File: config.mk
export PLATFORM = sky130hd
export DESIGN_NAME = onn_phase_reader
export DESIGN_NICKNAME = d
export VERILOG_FILES = /design/src/rtl/onn_pkg.sv /design/src/rtl/osc_phase_capture.sv /design/src/rtl/onn_phase_reader.sv
export SDC_FILE = /design/constraint.sdc
export NUM_CORES = 1
export LEC_CHECK = 0
export ABC_AREA = 1
export BUFFER_PORTS_ARGS = -buffer_cell sky130_fd_sc_hd__buf_2
export CELL_PAD_IN_SITES_DETAIL_PLACEMENT = 0
export CELL_PAD_IN_SITES_GLOBAL_PLACEMENT = 1
export CORE_MARGIN = 5
export CORE_UTILIZATION = 50
export DETAILED_ROUTE_END_ITERATION = 16
export PLACE_DENSITY_LB_ADDON = 0.1
export SLEW_MARGIN = 5
export SYNTH_ARGS = -nofsm -noshare
export SYNTH_HDL_FRONTEND = slang
export SYNTH_SLANG_ARGS = --single-unit
export TNS_END_PERCENT = 20
File: constraint.sdc
create_clock -name sclk -period 17.7 [get_ports sclk]
set_input_delay 2.655 -clock sclk [delete_from_list [all_inputs] [get_ports sclk]]
set_output_delay 2.655 -clock sclk [all_outputs]
set_load 0.005 [all_outputs]
File: src/rtl/onn_pkg.sv
// Shared ONN readout definitions: default phase width, step length and the
// readout FSM state encoding.
package onn_pkg;

  localparam int unsigned PHW_DEF      = 4;
  localparam int unsigned STEP_CYC_DEF = 4;

  typedef enum logic [1:0] {
    ST_IDLE    = 2'd0,
    ST_ALIGN   = 2'd1,
    ST_MEASURE = 2'd2,
    ST_DONE    = 2'd3
  } state_e;

endpackage

File: src/rtl/osc_phase_capture.sv
// Per-neuron phase capture: registers the oscillation, detects its first rising
// edge in each reference period and compares the captured step to the last period.
module osc_phase_capture
  import onn_pkg::*;
#(
  parameter int unsigned PHW = PHW_DEF
) (
  input  logic           sclk,
  input  logic           re,
  input  logic           osc_i,
  input  logic [PHW-1:0] step,
  input  logic           period_tick,
  input  logic           clr,
  output logic           match,
  output logic [PHW-1:0] cap
);

  logic           osc_r_q, osc_r_d;
  logic           osc_p_q, osc_p_d;
  logic           seen_q, seen_d;
  logic           prev_valid_q, prev_valid_d;
  logic [PHW-1:0] cap_q, cap_d;
  logic [PHW-1:0] prev_cap_q, prev_cap_d;
  logic           osc_edge;

  always_comb begin
    osc_r_d      = osc_i;
    osc_p_d      = osc_r_q;
    osc_edge     = osc_r_q & ~osc_p_q;
    cap_d        = cap_q;
    seen_d       = seen_q;
    prev_cap_d   = prev_cap_q;
    prev_valid_d = prev_valid_q;

    if (clr) begin
      cap_d        = '0;
      seen_d       = 1'b0;
      prev_cap_d   = '0;
      prev_valid_d = 1'b0;
    end else if (period_tick) begin
      prev_cap_d   = cap_q;
      prev_valid_d = seen_q;
      seen_d       = 1'b0;
    end

    // An edge on the period boundary opens the new period; while cleared and
    // off the boundary, edges are ignored.
    if (osc_edge && !seen_d && (period_tick || !clr)) begin
      cap_d  = step;
      seen_d = 1'b1;
    end
  end

  always_ff @(posedge sclk or posedge re) begin
    if (re) begin
      osc_r_q      <= 1'b0;
      osc_p_q      <= 1'b0;
      seen_q       <= 1'b0;
      prev_valid_q <= 1'b0;
      cap_q        <= '0;
      prev_cap_q   <= '0;
    end else begin
      osc_r_q      <= osc_r_d;
      osc_p_q      <= osc_p_d;
      seen_q       <= seen_d;
      prev_valid_q <= prev_valid_d;
      cap_q        <= cap_d;
      prev_cap_q   <= prev_cap_d;
    end
  end

  assign match = seen_q & prev_valid_q & (cap_q == prev_cap_q);
  assign cap   = cap_q;

endmodule

File: src/rtl/onn_phase_reader.sv
// ONN phase readout: measures each neuron's phase against the reference
// oscillation and latches the vector once it has been stable for long enough.
module onn_phase_reader
  import onn_pkg::*;
#(
  parameter int unsigned N              = 15,
  parameter int unsigned PHW            = PHW_DEF,
  parameter int unsigned STEP_CYC       = STEP_CYC_DEF,
  parameter int unsigned STABLE_PERIODS = 3,
  parameter int unsigned MAX_PERIODS    = 255
) (
  input  logic             sclk,
  input  logic             re,
  input  logic             start,
  input  logic             ref_osc,
  input  logic [N-1:0]     osc,
  output logic [N*PHW-1:0] phases_out,
  output logic             done,
  output logic             timeout,
  output logic             busy
);

  localparam int unsigned PSW = (STEP_CYC > 1) ? $clog2(STEP_CYC) : 1;
  localparam int unsigned SCW = $clog2(STABLE_PERIODS + 1);
  localparam int unsigned PCW = 8;

  state_e           state_q, state_d;
  logic             ref_r_q, ref_r_d;
  logic             ref_p_q, ref_p_d;
  logic [PSW-1:0]   presc_q, presc_d;
  logic [PHW-1:0]   step_q, step_d;
  logic [SCW-1:0]   stable_q, stable_d;
  logic [PCW-1:0]   period_q, period_d;
  logic             timeout_q, timeout_d;
  logic [N*PHW-1:0] phases_q, phases_d;

  logic             ref_edge;
  logic             in_meas;
  logic             count_en;
  logic             period_tick;
  logic             clr;
  logic [PSW-1:0]   presc_eff;
  logic [PHW-1:0]   step_eff;
  logic [N-1:0]     match;
  logic [N*PHW-1:0] cap_flat;

  always_comb begin
    ref_r_d     = ref_osc;
    ref_p_d     = ref_r_q;
    ref_edge    = ref_r_q & ~ref_p_q;
    in_meas     = (state_q == ST_MEASURE);
    count_en    = in_meas || ((state_q == ST_ALIGN) && ref_edge);
    period_tick = ref_edge && ((state_q == ST_ALIGN) || in_meas);
    clr         = !in_meas;

    // The ref-edge cycle itself reads as step 0, so an edge k cycles later maps to floor(k/STEP_CYC).
    presc_eff = (in_meas && !ref_edge) ? presc_q : '0;
    step_eff  = (in_meas && !ref_edge) ? step_q  : '0;

    presc_d = '0;
    step_d  = '0;
    if (count_en) begin
      if (presc_eff == PSW'(STEP_CYC - 1)) begin
        presc_d = '0;
        step_d  = step_eff + PHW'(1);
      end else begin
        presc_d = presc_eff + PSW'(1);
        step_d  = step_eff;
      end
    end
  end

  for (genvar gi = 0; gi < N; gi++) begin : g_nrn
    osc_phase_capture #(
      .PHW (PHW)
    ) u_cap (
      .sclk        (sclk),
      .re          (re),
      .osc_i       (osc[gi]),
      .step        (step_eff),
      .period_tick (period_tick),
      .clr         (clr),
      .match       (match[gi]),
      .cap         (cap_flat[gi*PHW +: PHW])
    );
  end

  always_comb begin
    state_d   = state_q;
    stable_d  = stable_q;
    period_d  = period_q;
    timeout_d = timeout_q;
    phases_d  = phases_q;

    case (state_q)
      ST_IDLE, ST_DONE: begin
        if (start) begin
          state_d   = ST_ALIGN;
          timeout_d = 1'b0;
        end
      end
      ST_ALIGN: begin
        stable_d = '0;
        period_d = '0;
        if (ref_edge) state_d = ST_MEASURE;
      end
      ST_MEASURE: begin
        if (ref_edge) begin
          period_d = period_q + PCW'(1);
          stable_d = (&match) ? stable_q + SCW'(1) : '0;
          // cap_flat is the period just closed, i.e. what becomes prev_cap.
          if (stable_d == SCW'(STABLE_PERIODS)) begin
            phases_d  = cap_flat;
            timeout_d = 1'b0;
            state_d   = ST_DONE;
          end else if (period_d == PCW'(MAX_PERIODS)) begin
            phases_d  = cap_flat;
            timeout_d = 1'b1;
            state_d   = ST_DONE;
          end
        end
      end
      default: state_d = ST_IDLE;
    endcase
  end

  always_ff @(posedge sclk or posedge re) begin
    if (re) begin
      state_q   <= ST_IDLE;
      ref_r_q   <= 1'b0;
      ref_p_q   <= 1'b0;
      presc_q   <= '0;
      step_q    <= '0;
      stable_q  <= '0;
      period_q  <= '0;
      timeout_q <= 1'b0;
      phases_q  <= '0;
    end else begin
      state_q   <= state_d;
      ref_r_q   <= ref_r_d;
      ref_p_q   <= ref_p_d;
      presc_q   <= presc_d;
      step_q    <= step_d;
      stable_q  <= stable_d;
      period_q  <= period_d;
      timeout_q <= timeout_d;
      phases_q  <= phases_d;
    end
  end

  assign phases_out = phases_q;
  assign timeout    = timeout_q;
  assign done       = (state_q == ST_DONE);
  assign busy       = (state_q == ST_ALIGN) || (state_q == ST_MEASURE);

endmodule
==> results of run 1 <==
[placed cells by master (no fill, tap or decap), types with 9 or more instances in the layout]
cell type,instances
xnor2_1,13
inv_2,28
a22o_1,13
nand3_1,19
o21ai_2,40
nand4_1,13
o21ai_0,44
inv_1,123
clkinv_2,9
nor2_1,46
o21ai_1,27
nand4_2,15
clkbuf_16,27
dfrtp_1,261
nand2_1,270
buf_2,81
o22ai_1,93
[per-layer routing]
metal	up-vias	track usage	routed length (um)
met5	-	0	0
met2	183	0.3391	11870
met3	36	0.03042	1403
met1	3737	0.3346	12490
li1	3728	-	-
met4	0	0.05165	533
[flip-flops by register name, indices dropped and copies added (netlist names)]
register	count
g_nrn.u_cap.osc_p_q	15
presc_q	2
phases_out	60
ref_p_q	1
step_q	4
stable_q	2
ref_p_d	1
g_nrn.u_cap.cap	60
g_nrn.u_cap.prev_cap_q	60
timeout	1
period_q	8
g_nrn.u_cap.osc_p_d	15
g_nrn.u_cap.seen_q	15
state_q	2
g_nrn.u_cap.prev_valid_q	15
[how the worst max path moves through the flow]
stage	startpoint	end	slack (ns)	cells past startpoint
3_5_place_dp	re	phases_out[56]	12.47	4
4_1_cts	re	g_nrn[0].u_cap.prev_cap_q[1]	13.02	4
2_1_floorplan	re	g_nrn[0].u_cap.cap[0]	7.86	1
6_report	re	g_nrn[14].u_cap.prev_cap_q[0]	13.15	4
5_1_grt	re	g_nrn[0].u_cap.prev_cap_q[0]	12.69	4
3_3_place_gp	re	phases_out[2]	12.45	4
[critical path, delay by kind of cell]
kind,cells,cell delay [ns]
buf+inv,4,2.31
[cell usage after synthesis (all sizes together)]
cell	n
inv	152
o31ai	7
nor2	52
nand3	21
a21oi	2
o21ai	111
clkbuf	13
and2	1
ha	8
a22oi	3
xnor2	13
a31oi	1
nand4	28
nor3b	1
a22o	13
xor2	8
o22ai	93
buf	24
nor3	1
nand2	272
dfrtp	261
[kinds of logic (layout without fill, tap and decap cells)]
group / after synthesis / in the layout / share of synthesized area
flip-flops: 261 / 261 / 0.6073
AND/OR/NAND/NOR: 376 / 376 / 0.1529
adder cells (fa/ha/maj): 8 / 8 / 0.009308
XOR/XNOR: 21 / 21 / 0.01710
buffers and inverters: 189 / 288 / 0.07458
AO/OA/AOI/OAI: 230 / 230 / 0.1388
[metrics by stage]
stage          power, mW  cells  setup WS [ns]
2_1_floorplan     0.9558   1085          7.862
3_3_place_gp       1.057   1410          12.45
6_report           1.590   1459          13.15
4_1_cts            1.606   1459          13.02
3_5_place_dp       1.061   1410          12.47
5_1_grt            1.680   1459          12.69
[report_power, final]
group / total, mW / internal, mW / switching [mW]
registers: 0.741 / 0.683 / 0.0582
clock network: 0.538 / 0.312 / 0.226
logic: 0.311 / 0.102 / 0.209
total: 1.59 / 1.10 / 0.493
[final cells by class]
type / instances / area, sq um
clock buffers: 38 / 757.0
clock inverters: 11 / 82.58
fillers: 1928 / 8916
inverters: 152 / 578.1
multi-input cells: 635 / 3428
flip-flops and latches: 261 / 6531
well taps: 275 / 344.1
repair buffers: 87 / 450.4
==> impl_metrics.json, run 1 <==
{
  "r2r_setup_slack_ns": 14.16,
  "vias": 7684,
  "worstSetupPathType": "in -> async",
  "gp_congestion": 0.8333,
  "critPathRequiredTime_ns": 18.24,
  "yosys_warnings": 0,
  "clock_path_buffers": 3,
  "fmax_mhz": 219.9,
  "cts_tree": "done",
  "syn_inst": 1085,
  "cts_buffers": 27,
  "holdWs_ns": 0.3746,
  "rr_worst_depth": 11,
  "synth.cell_area_sq_mm": 0.01075,
  "clk_latency_ns": 0.52,
  "rsz0062_at_grt": "no",
  "yosysTopAreaCell": "dfrtp_1",
  "antenna_cells": 0,
  "timing.final.crit_share": 0.2570,
  "synthTopCellsByArea": "dfrtp_1, nand2_1, o22ai_1, inv_1, o21ai_2",
  "drtPass1Iterations": 5,
  "holdPathStages": 0,
  "hold_start": "ref_p_d",
  "crit_path_frequent_cell": "buf_4",
  "placed_cell_area_sq_mm": 0.01133,
  "synth_top_area_frac": 0.6073,
  "period_needed_ns": 4.548,
  "ctsHoldBuffers": 0,
  "antenna_found_initial": 0,
  "die_w_um": 156.7,
  "io_pins": 82,
  "grt_pass1_vias": 7581,
  "viasPerCell": 5.267,
  "cap_violations": 0,
  "fin_util": 0.5772,
  "crit_path_top_delay_cell": "buf_4",
  "reg2reg_to": "g_nrn[14].u_cap.cap[3]",
  "hold_violations": 0,
  "synth_fp_nets": 1112,
  "start_util": 0.5100,
  "fin_area_sq_mm": 0.01217,
  "cp-start-kind": "input port",
  "numPortBuffers": 81,
  "pwr_density_cell_mw_per_mm2": 130.6,
  "grt-ovfl-total": 0,
  "wirelength_um": 26290,
  "drc": 0,
  "min_to": "ref_p_q",
  "finClkSkew_ns": 0.007849,
  "p_leak_nw": 6.033,
  "ys_ff_latch": 261,
  "dieArea_sq_mm": 0.02454,
  "status": "complete, no violations",
  "hpwl_um": 17700,
  "vdd_drop_max_mv": 0.07690,
  "ys_seq_area_frac": 0.6073,
  "slew_headroom": 0.2987,
  "post_cts_buffers": 0,
  "r2r-start": "state_q[0]",
  "num-nets-final": 1191,
  "fin_setup_tns_ns": 0,
  "grt_pass1_wl_um": 42600,
  "cts-root-buf": "clkbuf_16",
  "drive_gt1_frac": 0.1883,
  "slowest_delay_ns": 0.81,
  "core_area_sq_mm": 0.02109,
  "crit_arrival_ns": 5.09,
  "finalSetupViolCount": 0,
  "die_h_um": 156.7,
  "drv_slew": 0,
  "avgSynthCellArea_sq_um": 9.912,
  "path_clk_slew_ns": 0.06,
  "drt_first_iter_violations": 535,
  "grt_max_degree": 134,
  "cts_resized": 0,
  "setup.worst_path.end_class": "async pin",
  "area_growth_pct": 13.18,
  "wl_per_cell_um": 18.02,
  "max_slew.worst_pin.slew_ns": 1.052,
  "synth_cell_types": 32,
  "hold_class": "reg -> reg",
  "ant_nets": 0,
  "htree_levels": 1,
  "cts.sinks": 261,
  "crit_chain": "buf_2, inv_8, buf_4, buf_4",
  "path_max_fanout": 133,
  "grt_usage": 0.2203,
  "row_count": 53
}
Note: power is estimated with default switching activity, not from simulation.
==> run 2, diff against run 1 <==
Settings changed: CORE_UTILIZATION 50 to 47.
Clock period 17.7 ns to 4.2 ns, I/O delays scaled along.
==> impl_metrics.json, run 2 (synthesis gave the netlist of run 1 again) <==
{
  "holdWs_ns": 0.2014,
  "grt_pass1_vias": 7569,
  "grt_max_degree": 82,
  "start_util": 0.4764,
  "crit_path_frequent_cell": "inv_1",
  "drive_gt1_frac": 0.1908,
  "slowest_delay_ns": 0.49,
  "ctsHoldBuffers": 0,
  "crit_arrival_ns": 3.31,
  "drt_first_iter_violations": 622,
  "pwr_density_cell_mw_per_mm2": 553.5,
  "vdd_drop_max_mv": 0.3233,
  "mostFrequentLayoutCell": "nand2_1",
  "cts_resized": 0,
  "clock_path_buffers": 3,
  "critPathLaunch": "state_q[0]",
  "layout_common_cells": "nand2_1, dfrtp_1, inv_1",
  "cp-start-kind": "register",
  "die_h_um": 161.3,
  "sequentialPowerShare": 0.460,
  "max_slew.worst_pin.slew_ns": 1.083,
  "swShare": 0.3129,
  "vias": 7753,
  "crit_chain": "inv_1, ha_1, nor2_4, inv_2, nand2_2, buf_4, nor2_1, inv_1, nand3_1, inv_1, nor2_1, a22oi_1, inv_1",
  "wl_per_cell_um": 18.84,
  "period_needed_ns": 2.889,
  "gp_congestion": 0.7960,
  "ant_nets": 0,
  "status": "complete, no violations",
  "r2r-start": "state_q[0]",
  "fin_util": 0.5455,
  "hpwl_um": 18810,
  "wirelength_um": 27790,
  "die_w_um": 161.3,
  "finalSetupViolCount": 0,
  "rsz0062_at_grt": "no",
  "crit_path_top_delay_cell": "buf_4",
  "critPathRequiredTime_ns": 4.62,
  "htree_levels": 1,
  "grt-ovfl-total": 0,
  "row_count": 55,
  "cts.sinks": 261,
  "hold_class": "in -> reg",
  "drv_slew": 0,
  "core_area_sq_mm": 0.02257,
  "viasPerCell": 5.256,
  "clkPwrFrac": 0.343,
  "fin_setup_tns_ns": 0,
  "grt_usage": 0.2147,
  "path_clk_slew_ns": 0.06,
  "area_growth_pct": 14.50,
  "cts_tree": "done",
  "fin_area_sq_mm": 0.01231,
  "dieArea_sq_mm": 0.02601,
  "p_comb_frac": 0.197,
  "cap_violations": 0,
  "hold_violations": 0,
  "hold_start": "osc[4]",
  "reg2reg_to": "g_nrn[2].u_cap.cap[1]",
  "drc": 0,
  "setup.worst_path.end_class": "register",
  "worstSetupPathType": "reg -> reg",
  "crit_family": "buffers and inverters",
  "finClkSkew_ns": 0.01088,
  "cp_num_buf_inv": 6,
  "antenna_found_initial": 0,
  "cts-root-buf": "clkbuf_16",
  "fmax_mhz": 346.1,
  "p_leak_nw": 6.092,
  "switchingPower_mw": 2.133,
  "clk_latency_ns": 0.54,
  "holdPathStages": 1,
  "antenna_cells": 0,
  "rr_worst_depth": 13,
  "p_int_mw": 4.682,
  "slew_headroom": 0.2770,
  "io_pins": 82,
  "nFillCells": 2053,
  "grt_pass1_wl_um": 43660,
  "num-nets-final": 1197,
  "placed_cell_area_sq_mm": 0.01144,
  "post_cts_buffers": 0,
  "numPortBuffers": 81,
  "timing.final.crit_share": 0.6880,
  "min_to": "g_nrn[4].u_cap.osc_p_d",
  "cts_buffers": 28,
  "drtPass1Iterations": 5,
  "path_max_fanout": 43,
  "r2r_setup_slack_ns": 1.31
}
[run 2: power by group through the flow]
stage	clock [mW]	sequential (mW)	combinational (mW)
floorplan	0	3.10	0.924
global placement	0	3.17	1.33
detailed placement	0	3.17	1.34
CTS	2.38	3.13	1.35
global route	2.50	3.18	1.49
finish	2.34	3.14	1.34
[run 2: stage by stage]
step	total power [mW]	cells	worst slack, ns
6_report	6.815	1475	1.311
5_1_grt	7.167	1475	1.075
4_1_cts	6.864	1475	1.340
3_5_place_dp	4.514	1425	1.335
3_3_place_gp	4.501	1425	1.370
2_1_floorplan	4.029	1085	0.1284
[run 2: area by class of cell]
| type | instances | area, sq um | area share |
|---|---|---|---|
| Sequential cell | 261 | 6531 | 0.5304 |
| Multi-Input combinational cell | 635 | 3428 | 0.2784 |
| Clock buffer | 44 | 842.1 | 0.06839 |
| Inverter | 152 | 574.3 | 0.04664 |
| Timing Repair Buffer | 92 | 550.5 | 0.04471 |
| Tap cell | 285 | 356.6 | 0.02896 |
| Clock inverter | 6 | 30.03 | 0.002439 |
[run 2: worst max-delay path by stage]
stage,cells after the start,slack [ns],to
6_report,13,1.31,g_nrn[2].u_cap.cap[1]
4_1_cts,13,1.34,g_nrn[2].u_cap.cap[1]
5_1_grt,13,1.08,g_nrn[2].u_cap.cap[1]
3_5_place_dp,13,1.33,g_nrn[2].u_cap.cap[1]
3_3_place_gp,13,1.37,g_nrn[2].u_cap.cap[2]
2_1_floorplan,1,0.13,g_nrn[0].u_cap.cap[0]
[run 2: per-layer routing]
layer / global-route usage / up-vias / wire length, um / share of wire
met5: 0 / - / 0 / 0
met4: 0.04847 / 0 / 555 / 0.020
met3: 0.02424 / 41 / 1342 / 0.048
met2: 0.3333 / 199 / 12380 / 0.45
met1: 0.3278 / 3772 / 13510 / 0.49
li1: - / 3741 / - / -
==> run 3, diff against run 2 <==
Settings changed: CORE_UTILIZATION 47 to 42.
Clock period 4.2 ns to 2.5 ns, I/O delays scaled along.
==> impl_metrics.json, run 3 (synthesis gave the netlist of run 1 again) <==
{
  "wl_met1_um": 13970,
  "placed_cell_area_sq_mm": 0.01169,
  "io_pins": 82,
  "drv_slew": 0,
  "dieArea_sq_mm": 0.02891,
  "max_slew.worst_pin.slew_ns": 0.5776,
  "crit_path_top_delay_cell": "dfrtp_1",
  "setup.worst_path.end_class": "register",
  "hold_class": "in -> reg",
  "grt-ovfl-total": 0,
  "finalSetupViolCount": 0,
  "cp_num_buf_inv": 1,
  "drc": 0,
  "critPathLaunch": "g_nrn[4].u_cap.cap[2]",
  "cts.sinks": 261,
  "gp_congestion": 0.8323,
  "hpwl_um": 20530,
  "cp-start-kind": "register",
  "layout_common_cells": "nand2_1, dfrtp_1, inv_1",
  "numPortBuffers": 81,
  "clk_latency_ns": 0.53,
  "grt_usage": 0.2073,
  "instances_no_fill": 1558,
  "crit_arrival_ns": 2.71,
  "route.met2.wl_um": 12410,
  "die_w_um": 170.0,
  "r2r-start": "g_nrn[4].u_cap.cap[2]",
  "hold_violations": 0,
  "htree_levels": 1,
  "area_growth_pct": 18.69,
  "crit_chain": "xnor2_1, nand4_1, nor2_1, nand4_2, nand2_2, nand3_4, buf_12, nand2_1, o21ai_1",
  "routed.top_layer": "met4",
  "slowest_delay_ns": 0.39,
  "hold_start": "start",
  "cts_buffers": 28,
  "vdd_drop_max_mv": 0.5067,
  "wirelength_um": 29050,
  "path_max_fanout": 75,
  "slew_headroom": 0.6149,
  "start_util": 0.4271,
  "antenna_cells": 0,
  "pwr_density_cell_mw_per_mm2": 905.8,
  "cap_violations": 0,
  "vias": 7922,
  "drtPass1Iterations": 5,
  "mostFrequentLayoutCell": "nand2_1",
  "rsz0062_at_grt": "no",
  "cts-root-buf": "clkbuf_16",
  "dpl.cell_count": 1491,
  "timing.final.crit_share": 0.9236,
  "fin_area_sq_mm": 0.01276,
  "period_needed_ns": 2.309,
  "drive_gt1_frac": 0.2044,
  "finClkSkew_ns": 0.006783,
  "ant_nets": 0,
  "status": "complete, no violations",
  "die_h_um": 170.0,
  "crit_family": "simple AND/OR/NAND/NOR gates",
  "path_clk_slew_ns": 0.06,
  "clock_path_buffers": 3,
  "grt_pass1_vias": 7886,
  "viasPerCell": 5.085,
  "drt_first_iter_violations": 649,
  "cts_tree": "done",
  "grt_pass1_wl_um": 46730,
  "p_leak_nw": 6.283,
  "fmax_mhz": 433.1,
  "critPathRequiredTime_ns": 2.90,
  "antenna_found_initial": 1,
  "num-nets-final": 1235,
  "worstSetupPathType": "reg -> reg",
  "row_count": 58,
  "core_area_sq_mm": 0.02518,
  "grt_max_degree": 76,
  "route.met3.wl_um": 1895,
  "wl_per_cell_um": 18.64
}
## run 3: where the power goes
group / leakage (nW) / internal [mW] / total [mW] / switching [mW]
Sequential: 3.45 / 4.84 / 5.26 / 0.423
Combinational: 2.39 / 0.792 / 2.32 / 1.53
Clock: 0.444 / 2.35 / 3.98 / 1.63
## run 3: final cells by class
| type | count | area, sq um |
|---|---|---|
| inverter | 152 | 576.8 |
| multi-input combinational | 635 | 3431 |
| clock inverter | 5 | 25.02 |
| timing repair buffer | 130 | 919.6 |
| tap | 330 | 412.9 |
| sequential | 261 | 6533 |
| fill | 2371 | 12420 |
| clock buffer | 45 | 865.8 |
## run 3: routing by layer
layer / vias up / GRT usage
li1: 3829 / -
met1: 3813 / 0.3189
met2: 235 / 0.3081
met3: 45 / 0.03345
met4: 0 / 0.05313
met5: - / 0
## run 3: worst paths after layout
check,endpoint,slack (ns),cells after the start
min in group asynchronous,g_nrn[9].u_cap.prev_cap_q[3],0.40,3
max,phases_out[22],0.19,9
min,state_q[0],0.29,5
max in group asynchronous,period_q[3],1.47,4
max reg2reg,phases_out[22],0.19,9
min reg2reg,ref_p_q,0.39,0
## run 3: through the flow
stage / setup slack (ns) / TNS [ns] / utilization / total power, mW / hold slack [ns]
2_1_floorplan: -1.317 / -343.62 / - / 6.768 / 0.3537
3_3_place_gp: 0.1507 / 0 / 0.4643 / 7.631 / 0.3644
3_5_place_dp: 0.1660 / 0 / 0.4643 / 7.646 / 0.3815
4_1_cts: 0.1416 / 0 / 0.5065 / 11.70 / 0.2645
5_1_grt: 0.01098 / 0 / 0.5069 / 12.21 / 0.3257
6_report: 0.1909 / 0 / 0.5069 / 11.56 / 0.2884
## run 3: worst reg2reg max path: cells and delay by family (launching register included)
kind,cells,cell delay (ns)
xor+xnor,1,0.36
compound gates,1,0.07
flops,1,0.39
simple gates,6,1.14
buf+inv,1,0.23
## run 3: timing repair
item,4_1_cts,5_1_grt
endpoints found under the hold margin,22,0
setup buffers,0,0
hold buffers,17,0
gates resized for setup,0,5
endpoints found under the setup margin,0,66
